<file path="config.mk">
export PLATFORM = sky130hd
export DESIGN_NAME = ssd_scan_driver
export DESIGN_NICKNAME = d
export VERILOG_FILES = /design/src/rtl/ssd_scan_driver_pkg.sv /design/src/rtl/ssd_scan_timer.sv /design/src/rtl/ssd_scan_driver.sv
export SDC_FILE = /design/constraint.sdc
export NUM_CORES = 1
export LEC_CHECK = 0
export BUFFER_PORTS_ARGS = -buffer_cell sky130_fd_sc_hd__buf_2
export CAP_MARGIN = 20
export CORE_AREA = 2 2 83 85
export DETAILED_ROUTE_END_ITERATION = 12
export DIE_AREA = 0 0 85 87
export PLACE_DENSITY = 0.67
export SYNTH_ARGS = -nofsm -noshare
export SYNTH_HDL_FRONTEND = slang
export SYNTH_SLANG_ARGS = --single-unit
</file>
<file path="constraint.sdc">
create_clock -name clk -period 3.7 [get_ports clk]
set_clock_uncertainty 0.2 [all_clocks]
set_input_delay 0.185 -clock clk [delete_from_list [all_inputs] [get_ports clk]]
set_output_delay 0.185 -clock clk [all_outputs]
set_load 0.01 [all_outputs]
</file>
<file path="src/rtl/ssd_scan_driver_pkg.sv">
// Shared constants, scan FSM states and the leading-zero helper for the scan driver.
// Pure declarations: no latency and no backpressure, nothing here is clocked.
// The helper works on an 8-digit view; callers zero-extend narrower displays.
package ssd_scan_driver_pkg;

  localparam int NUM_DIGITS_DEF = 4;
  localparam int SCAN_DIV_DEF   = 50000;
  localparam int BLANK_CYC_DEF  = 64;
  localparam int MAX_DIGITS     = 8;

  // Active-low common enables, so "all digits off" is all ones.
  localparam logic [MAX_DIGITS-1:0] DIGIT_ALL_OFF = '1;

  typedef enum logic {
    ST_IDLE,
    ST_SCAN
  } scan_state_t;

  // Digit pos is a leading zero when it and every higher digit shows 0 with no dash.
  // Digit 0 always stays lit so a zero value still shows "0".
  function automatic logic lz_hidden(input logic [4*MAX_DIGITS-1:0] val,
                                     input logic [MAX_DIGITS-1:0]   dash,
                                     input int                      pos);
    logic hide;
    hide = (pos != 0);
    for (int j = 0; j < MAX_DIGITS; j++) begin
      if (j >= pos && (val[4*j +: 4] != 4'h0 || dash[j])) hide = 1'b0;
    end
    return hide;
  endfunction

endpackage

</file>
<file path="src/rtl/ssd_scan_timer.sv">
// Per-digit slot counter: counts 0..SCAN_DIV-1, flags the wrap cycle and the dead time.
// Flags are combinational from the count register, so there is no added latency.
// There is no backpressure: holding run low clears the count and keeps it at 0.
module ssd_scan_timer #(
  parameter int SCAN_DIV  = 50000,
  parameter int BLANK_CYC = 64
) (
  input  logic clk,
  input  logic rst_n,
  input  logic run,
  output logic slot_wrap,
  output logic in_blank
);

  localparam int CW = (SCAN_DIV > 2) ? $clog2(SCAN_DIV) : 1;
  localparam logic [CW-1:0] LAST_CNT = CW'(SCAN_DIV - 1);

  logic [CW-1:0] cnt_q;

  always_ff @(posedge clk or negedge rst_n) begin
    if (!rst_n) begin
      cnt_q <= '0;
    end else if (!run || cnt_q == LAST_CNT) begin
      cnt_q <= '0;
    end else begin
      cnt_q <= cnt_q + 1'b1;
    end
  end

  assign slot_wrap = run && (cnt_q == LAST_CNT);
  assign in_blank  = (int'(cnt_q) < BLANK_CYC);

endmodule

</file>
<file path="src/rtl/ssd_scan_driver.sv">
// Multiplexed seven-segment scan driver: it cycles through the digits and hands the nibble and dash flag to the decoder.
// Latency: digit data is registered at each slot start; the enables follow after BLANK_CYC cycles of dead time.
// There is no backpressure: a load is always accepted into pending, and the newest load replaces an older one.
module ssd_scan_driver
  import ssd_scan_driver_pkg::*;
#(
  parameter int NUM_DIGITS = NUM_DIGITS_DEF,
  parameter int SCAN_DIV   = SCAN_DIV_DEF,
  parameter int BLANK_CYC  = BLANK_CYC_DEF
) (
  input  logic                    clk,
  input  logic                    rst_n,
  input  logic                    enable,
  input  logic                    load,
  input  logic [4*NUM_DIGITS-1:0] value,
  input  logic [NUM_DIGITS-1:0]   dash_mask,
  input  logic                    blank_lz,
  output logic [3:0]              digit_bits,
  output logic                    digit_dash,
  output logic [NUM_DIGITS-1:0]   digit_en_n,
  output logic                    frame_start
);

  localparam int IW = $clog2(NUM_DIGITS);
  localparam logic [IW-1:0] LAST_IDX = IW'(NUM_DIGITS - 1);

  scan_state_t             state_q, state_d;
  logic                    start;
  logic                    run;
  logic                    slot_wrap;
  logic                    in_blank;
  logic                    frame_d;
  logic                    upd;
  logic [IW-1:0]           idx_q, idx_nxt;
  logic [4*NUM_DIGITS-1:0] pend_val, act_val, nxt_val;
  logic [NUM_DIGITS-1:0]   pend_dash, act_dash, nxt_dash;
  logic [3:0]              bits_q;
  logic                    dash_q;
  logic                    lz_q;
  logic                    frame_q;

  always_ff @(posedge clk or negedge rst_n) begin
    if (!rst_n) state_q <= ST_IDLE;
    else        state_q <= state_d;
  end

  // The first enabled cycle starts a frame with the counter still at 0.
  always_comb begin
    state_d = state_q;
    start   = 1'b0;
    case (state_q)
      ST_IDLE: begin
        if (enable) begin
          state_d = ST_SCAN;
          start   = 1'b1;
        end
      end
      ST_SCAN: begin
        if (!enable) state_d = ST_IDLE;
      end
      default: state_d = ST_IDLE;
    endcase
  end

  assign run = enable && (state_q == ST_SCAN);

  ssd_scan_timer #(
    .SCAN_DIV  (SCAN_DIV),
    .BLANK_CYC (BLANK_CYC)
  ) u_timer (
    .clk       (clk),
    .rst_n     (rst_n),
    .run       (run),
    .slot_wrap (slot_wrap),
    .in_blank  (in_blank)
  );

  assign frame_d = start || (slot_wrap && idx_q == LAST_IDX);
  assign upd     = start || slot_wrap;

  always_comb begin
    idx_nxt = idx_q;
    if (start)          idx_nxt = '0;
    else if (slot_wrap) idx_nxt = (idx_q == LAST_IDX) ? '0 : idx_q + 1'b1;
  end

  always_ff @(posedge clk or negedge rst_n) begin
    if (!rst_n)       idx_q <= '0;
    else if (!enable) idx_q <= '0;
    else              idx_q <= idx_nxt;
  end

  // Active takes the pending value from before this cycle's load, so a load on the wrap edge waits one frame.
  always_ff @(posedge clk or negedge rst_n) begin
    if (!rst_n) begin
      pend_val  <= '0;
      pend_dash <= '0;
      act_val   <= '0;
      act_dash  <= '0;
    end else begin
      if (load) begin
        pend_val  <= value;
        pend_dash <= dash_mask;
      end
      if (frame_d) begin
        act_val  <= pend_val;
        act_dash <= pend_dash;
      end
    end
  end

  assign nxt_val  = frame_d ? pend_val  : act_val;
  assign nxt_dash = frame_d ? pend_dash : act_dash;

  always_ff @(posedge clk or negedge rst_n) begin
    if (!rst_n) begin
      bits_q  <= '0;
      dash_q  <= 1'b0;
      lz_q    <= 1'b0;
      frame_q <= 1'b0;
    end else begin
      frame_q <= frame_d;
      if (upd) begin
        dash_q <= nxt_dash[idx_nxt];
        bits_q <= nxt_dash[idx_nxt] ? 4'h0 : nxt_val[{idx_nxt, 2'b00} +: 4];
        lz_q   <= lz_hidden(32'(nxt_val), 8'(nxt_dash), int'(idx_nxt));
      end
    end
  end

  assign digit_bits  = bits_q;
  assign digit_dash  = dash_q;
  assign frame_start = frame_q;

  // Dropping enable or reset blanks the display without waiting for a clock edge.
  assign digit_en_n = (!run || in_blank || (blank_lz && lz_q))
                    ? DIGIT_ALL_OFF[NUM_DIGITS-1:0]
                    : ~(NUM_DIGITS'(1) << idx_q);

endmodule

</file>
### Yosys cells after proc, flatten, opt, wreduce, memory -nomap -nowiden

Cells that the tools add are included.

| word-level totals | value |
|---|---|
| register bits | 66 |
| output and inout port bits | 10 |
| input bits | 25 |
| word-level logic and storage cells | 62 |

| operators by class | value |
|---|---|
| eq/ne operators | 2 |
| mux-type cells | 17 |
| add/subtract/negate cells | 2 |
| bitwise operators | 1 |
| reduce and logical (&&, ||, !) cells | 22 |
| magnitude comparators | 5 |
| shift operators | 2 |

Operators by type and width:

| kind | number |
|---|---|
| two-way mux 16 bit | 2 |
| adder 16 x 1 -> 16 bit, second input constant | 1 |
| equality test 16 bit, second input constant | 1 |
| < comparator 16 x 7 -> 1 bit, second input constant | 1 |
| nonzero test 4 bit | 4 |
| indexed part select 16 x 5 -> 4 bit | 1 |
| two-way mux 4 bit | 3 |
| logical OR 1 bit | 9 |
| two-way mux 2 bit | 4 |
| logical AND 1 bit | 7 |
| two-way mux 1 bit | 7 |
| >= comparator 1 x 2 -> 1 bit, first input constant | 2 |
| NOT 4 bit | 1 |
| left shift 1 x 2 -> 4 bit, first input constant | 1 |
| < comparator 2 x 3 -> 1 bit, second input constant | 1 |
| adder 2 x 1 -> 2 bit, second input constant | 1 |
| binary-select mux 1 bit (select 2 bit) | 1 |
| equality test 2 bit, second input constant | 1 |
| >= comparator 2 bit, first input constant | 1 |
| nonzero test 2 bit | 1 |
| zero test 1 bit | 1 |

### Longest topological paths before layout

| depth | value |
|---|---|
| word-level depth | 12 |
| gate-level depth with buffers | 11 |
| depth with buffers taken out | 8 |

### Cells and area by module

Synthesis repeated with hierarchy kept, for this count alone.

| second synthesis, totals | value |
|---|---|
| cell total of the unflattened synthesis | 312 |
| area total of the unflattened synthesis | 3,268.1 um^2 |

Modules (own cells, without submodules):

| module | cells each | area an instance (um^2) | instances | sequential area each (um^2) |
|---|---|---|---|---|
| ssd_scan_driver | 229 | 2,457.4 | 1 | 1,251.2 |
| ssd_scan_timer | 83 | 810.8 | 1 | 400.4 |

### Worst setup path after synthesis

No wires, ideal clock.

| timing path | value |
|---|---|
| path kind | flip-flop to flip-flop |
| from | register u_timer.cnt_q[11] |
| to | register lz_q |
| buffers on the path | 1 |
| data arrival time | 2,705 ps |
| data required time | 3,376 ps |
| setup slack | 671 ps |
| clock period less this slack | 3,029 ps |
| setup time | 124 ps |
| stages on the path, launching flop included | 9 |
| cells stage by stage | dfrtp_1 -> or4_4 -> or4_4 -> buf_6 -> or3_4 -> a41oi_2 -> o311ai_0 -> nand4_1 -> a21oi_1 |

| on the way | value |
|---|---|
| longest elaborated chain between the ends | 12 |
| elaborated cells between the ends (all ways) | 28 |
| those cells by class | order compare: 3; eq/ne: 1; mux: 8; reduce/logical: 16 |

Ends and longest elaborated chain:

| item | RTL line | source |
|---|---|---|
| start: declaration | ssd_scan_timer.sv:18 | `logic [CW-1:0] cnt_q;` |
| start signal: assignment | ssd_scan_timer.sv:26 | `cnt_q <= cnt_q + 1'b1;` |
| equality test 16 bit (*) | ssd_scan_timer.sv:30 | `assign slot_wrap = run && (cnt_q == LAST_CNT);` |
| logical AND 1 bit (*) | ssd_scan_timer.sv:30 |  |
| logical AND 1 bit | ssd_scan_driver.sv:78 | `assign frame_d = start \|\| (slot_wrap && idx_q == LAST_IDX);` |
| logical OR 1 bit | ssd_scan_driver.sv:78 |  |
| two-way mux 16 bit | -- |  |
| nonzero test 4 bit | ssd_scan_driver_pkg.sv:27 | `if (j >= pos && (val[4*j +: 4] != 4'h0 \|\| dash[j])) hide = 1'b0;` |
| logical OR 1 bit | ssd_scan_driver_pkg.sv:27 |  |
| logical AND 1 bit | ssd_scan_driver_pkg.sv:27 |  |
| two-way mux 1 bit (4 in series) | ssd_scan_driver_pkg.sv:27 |  |
| end signal: assignment | ssd_scan_driver.sv:126 | `lz_q <= lz_hidden(32'(nxt_val), 8'(nxt_dash), int'(idx_nxt));` |
| end: declaration | ssd_scan_driver.sv:39 | `logic lz_q;` |

Mark *: on every way between the ends. The rest lies on a longest branch, timed or not.
A chain may end at the register's enable or synchronous reset.

### Worst setup path after layout

| timing path | value |
|---|---|
| from | register u_timer.cnt_q[11] |
| to | register bits_q[0], in the netlist digit_bits[0] |

| on the way | value |
|---|---|
| longest elaborated chain between the ends | 8 |
| elaborated cells between the ends (all ways) | 13 |
| those cells by class | eq/ne: 1; shift: 1; mux: 7; reduce/logical: 4 |

Ends and longest elaborated chain:

| item | RTL line | source |
|---|---|---|
| equality test 16 bit (*) | ssd_scan_timer.sv:30 |  |
| logical AND 1 bit (*) | ssd_scan_timer.sv:30 |  |
| parallel branches: the longest is 6 deep, another holds two-way mux 16 bit | -- |  |
| end signal: assignment | ssd_scan_driver.sv:125 | `bits_q <= nxt_dash[idx_nxt] ? 4'h0 : nxt_val[{idx_nxt, 2'b00} +: 4];` |
| end: declaration | ssd_scan_driver.sv:37 | `logic [3:0] bits_q;` |

Mark *: on every way between the ends. The select of a mux whose other input is x is not followed.

==> impl_metrics.csv <==
group,metric,value,unit
routing,initialDrtViolationCount,113,
logic_synthesis,post_synth_and_or_nand_nor_area_fraction,13.7,%
critical_path,crit_fanout,21,
logic_synthesis,seq_area_frac_synth,52.7,%
floorplanning,fp.dieArea,7400,µm²
final_layout,final_util,57.0,%
floorplanning,initial_core_util,47.8,%
logic_synthesis,synth_async_sr_flop_share,100,%
critical_path,timing.reg2reg.worst_path_depth,8,
routing,wl,6080,µm
routing,routedWlPerCell,14.3,µm
logic_synthesis,top_post_synthesis_cells_by_area,"sky130_fd_sc_hd__dfrtp_1, sky130_fd_sc_hd__mux2_2, sky130_fd_sc_hd__mux2i_1, sky130_fd_sc_hd__nor2_1, sky130_fd_sc_hd__inv_1",
logic_synthesis,yosysMostFrequentCell,"sky130_fd_sc_hd__dfrtp_1",
final_layout,layout-drive-gt1-share,23.5,%
floorplanning,die_width,85,µm
logic_synthesis,synth_top_flop_cell,"sky130_fd_sc_hd__dfrtp_1",
final_layout,post_layout_nonfiller_instances,424,
global_route,grt_overflow,0,
logic_synthesis,netlist.area_leader.share,52.7,%
logic_synthesis,syn_avg_cell_area,11.2,µm²
cts,tritoncts_num_sinks,66,
sta,worst_hold_slack,0.213,ns
logic_synthesis,syn_std_cell_area,3140,µm²
cts,cts_tree,"yes",
cts,worst_skew_pair.late_latency,0.33,ns
final_layout,final_cell_area,3750,µm²
critical_path,timing.setup.critical_path_class,"flip-flop to flip-flop",
cts,cts_root_buf,"sky130_fd_sc_hd__clkbuf_8",
cts,cts_resized,0,
logic_synthesis,synth_commonest_cells,"sky130_fd_sc_hd__dfrtp_1, sky130_fd_sc_hd__nor2_1, sky130_fd_sc_hd__mux2_2",
place,numPortBuffers,34,
status,outcome,"completed",
global_route,grt_first_pass_wirelength,10600,µm
sta,worst_slack,0.345,ns
place,pre_cts_slack,0.338,ns
power_and_ir_drop,power.static_leakage,1.73,nW
critical_path,crit_path_cell_count,8,
floorplanning,io-pin-count,35,
cts,clk_path_buf_depth,2,
sta,fin_tns_setup,0,ns
floorplanning,dieHeight,87,µm
final_layout,fin_nets,369,
floorplanning,number_of_rows_created_at_floorplan,30,
sta,finalMaxSlewViolations,0,
critical_path,critical-path-max-stage-delay,0.59,ns
critical_path,cp_cell_sequence,"or4_4 -> or4_4 -> o31a_1 -> buf_4 -> mux2i_1 -> o22ai_1 -> o22ai_1 -> o21ai_1",
place,placement.cell_area,3360,µm²
routing,detail_route.first_pass.iterations,4,
power_and_ir_drop,peakVddDrop,0.000318,V
routing,drtAntennaViolNets,0,
cts,clk_transition_reported_paths,0.07,ns
critical_path,worst_ep_arrival_time,3.37,ns
place,dp_hpwl,4380,µm
logic_synthesis,post-synth-top-area-cell,"sky130_fd_sc_hd__dfrtp_1",
sta,max_clock_freq,298,MHz
global_route,vias_in_the_first_global_route,2276,
logic_synthesis,synth_edf_count,0,
routing,route.detailed.vias_per_inst,5.35,
cts,tritoncts_buffer_count,9,
power_and_ir_drop,power_per_cell_area,420,nW/µm²
logic_synthesis,synth_area_in_xor_xnor,3.63,%
logic_synthesis,yosysUniqueCellTypes,36,
sta,finalHoldViolations,0,
logic_synthesis,synthesis.yosys.warnings,0,
logic_synthesis,yosys-mux-area-fraction,14.6,%
logic_synthesis,dominant_combinational_cell_family_by_area_after_synthesis,"multiplexers",
sta,unrepaired_setup_endpoints_after_global_routing,"false",
critical_path,cp_slowest_cell,"sky130_fd_sc_hd__o31a_1",
sta,finalWorstPathRequiredPeriod,3.35,ns
routing,route.detailed.drc,0,
critical_path,worst-endpoint-required,3.71,ns
logic_synthesis,syn-num-nets,309,
final_layout,diode_count,0,
critical_path,worst_path_dominant_cell_family,"simple AND/OR/NAND/NOR gates",
logic_synthesis,synth-compound-area-share,8.74,%
global_route,grt_max_degree,39,
sta,post-route-period-util,90.7,%
logic_synthesis,syn-instance-count,279,
worst_hold_path,holdCritPathClass,"primary input to async pin",
cts,clock_tree.htree_level_count,3,
critical_path,path_buf_inv,1,
logic_synthesis,synthAdderAreaFrac,1.99,%
power_and_ir_drop,design_power_total,1.57,mW
job,maxCapViolCount,0,
global_route,grtUsageTotal,18.3,%
sta,timing.max_slew.rel_slack,29.5,%
critical_path,crit_path_end_kind,"flip-flop",
routing,via_count,2268,
sta,worst-slew-pin-transition,1.06,ns
place,placed_cells_incl_taps,386,
global_route,grt_antenna_before_repair,0,
logic_synthesis,synthesis_stage_register_bit_count,66,
final_layout,layout_area_growth_over_synthesis,19.5,%
sta,number_of_setup_violations_in_the_final_report,0,
critical_path,timing.critical_path.from_type,"flip-flop",
floorplanning,fp.coreArea,6570,µm²
place,routabilityCongestion,0.873,
## layer usage
layer,global-route usage (%),part of all wire [%]
met3,4.83,4.3
met5,0,0
met1,26.4,51
met4,5.19,1.0
met2,27.3,44
## final timing paths
| check | to | slack [ns] | from |
|---|---|---|---|
| setup / recovery | digit_bits[0] | 0.35 | u_timer.cnt_q[11] |
| hold / removal | pend_val[14] | 0.21 | rst_n |
| setup reg to reg | digit_bits[0] | 0.35 | u_timer.cnt_q[11] |
| hold reg to reg | digit_bits[0] | 0.28 | digit_bits[0] |
| max in group asynchronous | act_val[4] | 2.18 | rst_n |
| min in group clk | pend_dash[2] | 0.22 | load |
## cell type report
cell class / instances / area, µm²
Multi-Input combinational cell: 182 / 1340
Tap cell: 80 / 100
Clock inverter: 2 / 12.5
Timing Repair Buffer: 59 / 413
Clock buffer: 14 / 153
Fill cell: 593 / 2820
Sequential cell: 66 / 1650
Inverter: 21 / 78.8
## flip-flops by register name, summed over array words and instances (netlist names)
signal         flops
frame_start        1
pend_val          16
idx_q              2
digit_dash         1
u_timer.cnt_q     16
pend_dash          4
state_q            1
digit_bits         4
act_dash           4
act_val           16
lz_q               1
## power by group
group	internal (mW)	leakage [nW]	switching [mW]
combinational	0.105	0.828	0.113
clock	0.261	0.0807	0.251
sequential	0.799	0.823	0.0423
total	1.17	1.73	0.406
## what timing repair did
item                      CTS  global route
buffers inserted            0             0
hold endpoints to repair   49             0
hold buffers               22             0
## kinds of logic after synthesis
family	count (synthesis)
AO/OA/AOI/OAI	35
XOR/XNOR	13
adder cells (fa/ha/maj)	5
buffers and inverters	31
flip-flops	66
multiplexers	42
AND/OR/NAND/NOR	87
## layout by cell type, fill, tap and decap left out, types with 2 or more instances in the layout
cell                            count
sky130_fd_sc_hd__nor2_1            28
sky130_fd_sc_hd__or4_4              2
sky130_fd_sc_hd__nand3_1            9
sky130_fd_sc_hd__o22ai_4            2
sky130_fd_sc_hd__mux2_2            22
sky130_fd_sc_hd__a21oi_1            6
sky130_fd_sc_hd__xor2_1             7
sky130_fd_sc_hd__o22ai_1           12
sky130_fd_sc_hd__dlygate4sd3_1     22
sky130_fd_sc_hd__inv_1             21
sky130_fd_sc_hd__nand4_1            3
sky130_fd_sc_hd__ha_1               5
sky130_fd_sc_hd__nand2_1           21
sky130_fd_sc_hd__mux2_4             2
sky130_fd_sc_hd__or4_1              4
sky130_fd_sc_hd__mux2i_1           18
sky130_fd_sc_hd__and3_1             3
sky130_fd_sc_hd__or3_1              4
sky130_fd_sc_hd__nand3b_1           2
sky130_fd_sc_hd__o21ai_1            4
sky130_fd_sc_hd__buf_2             34
sky130_fd_sc_hd__clkbuf_8          10
sky130_fd_sc_hd__buf_4              3
sky130_fd_sc_hd__xnor2_1            6
sky130_fd_sc_hd__nor4_1             7
sky130_fd_sc_hd__dfrtp_1           66
sky130_fd_sc_hd__nor3_1             2
sky130_fd_sc_hd__a41oi_2            3
sky130_fd_sc_hd__clkbuf_1           4
sky130_fd_sc_hd__o21ai_0            2
Power figures use the tool's default switching activity.
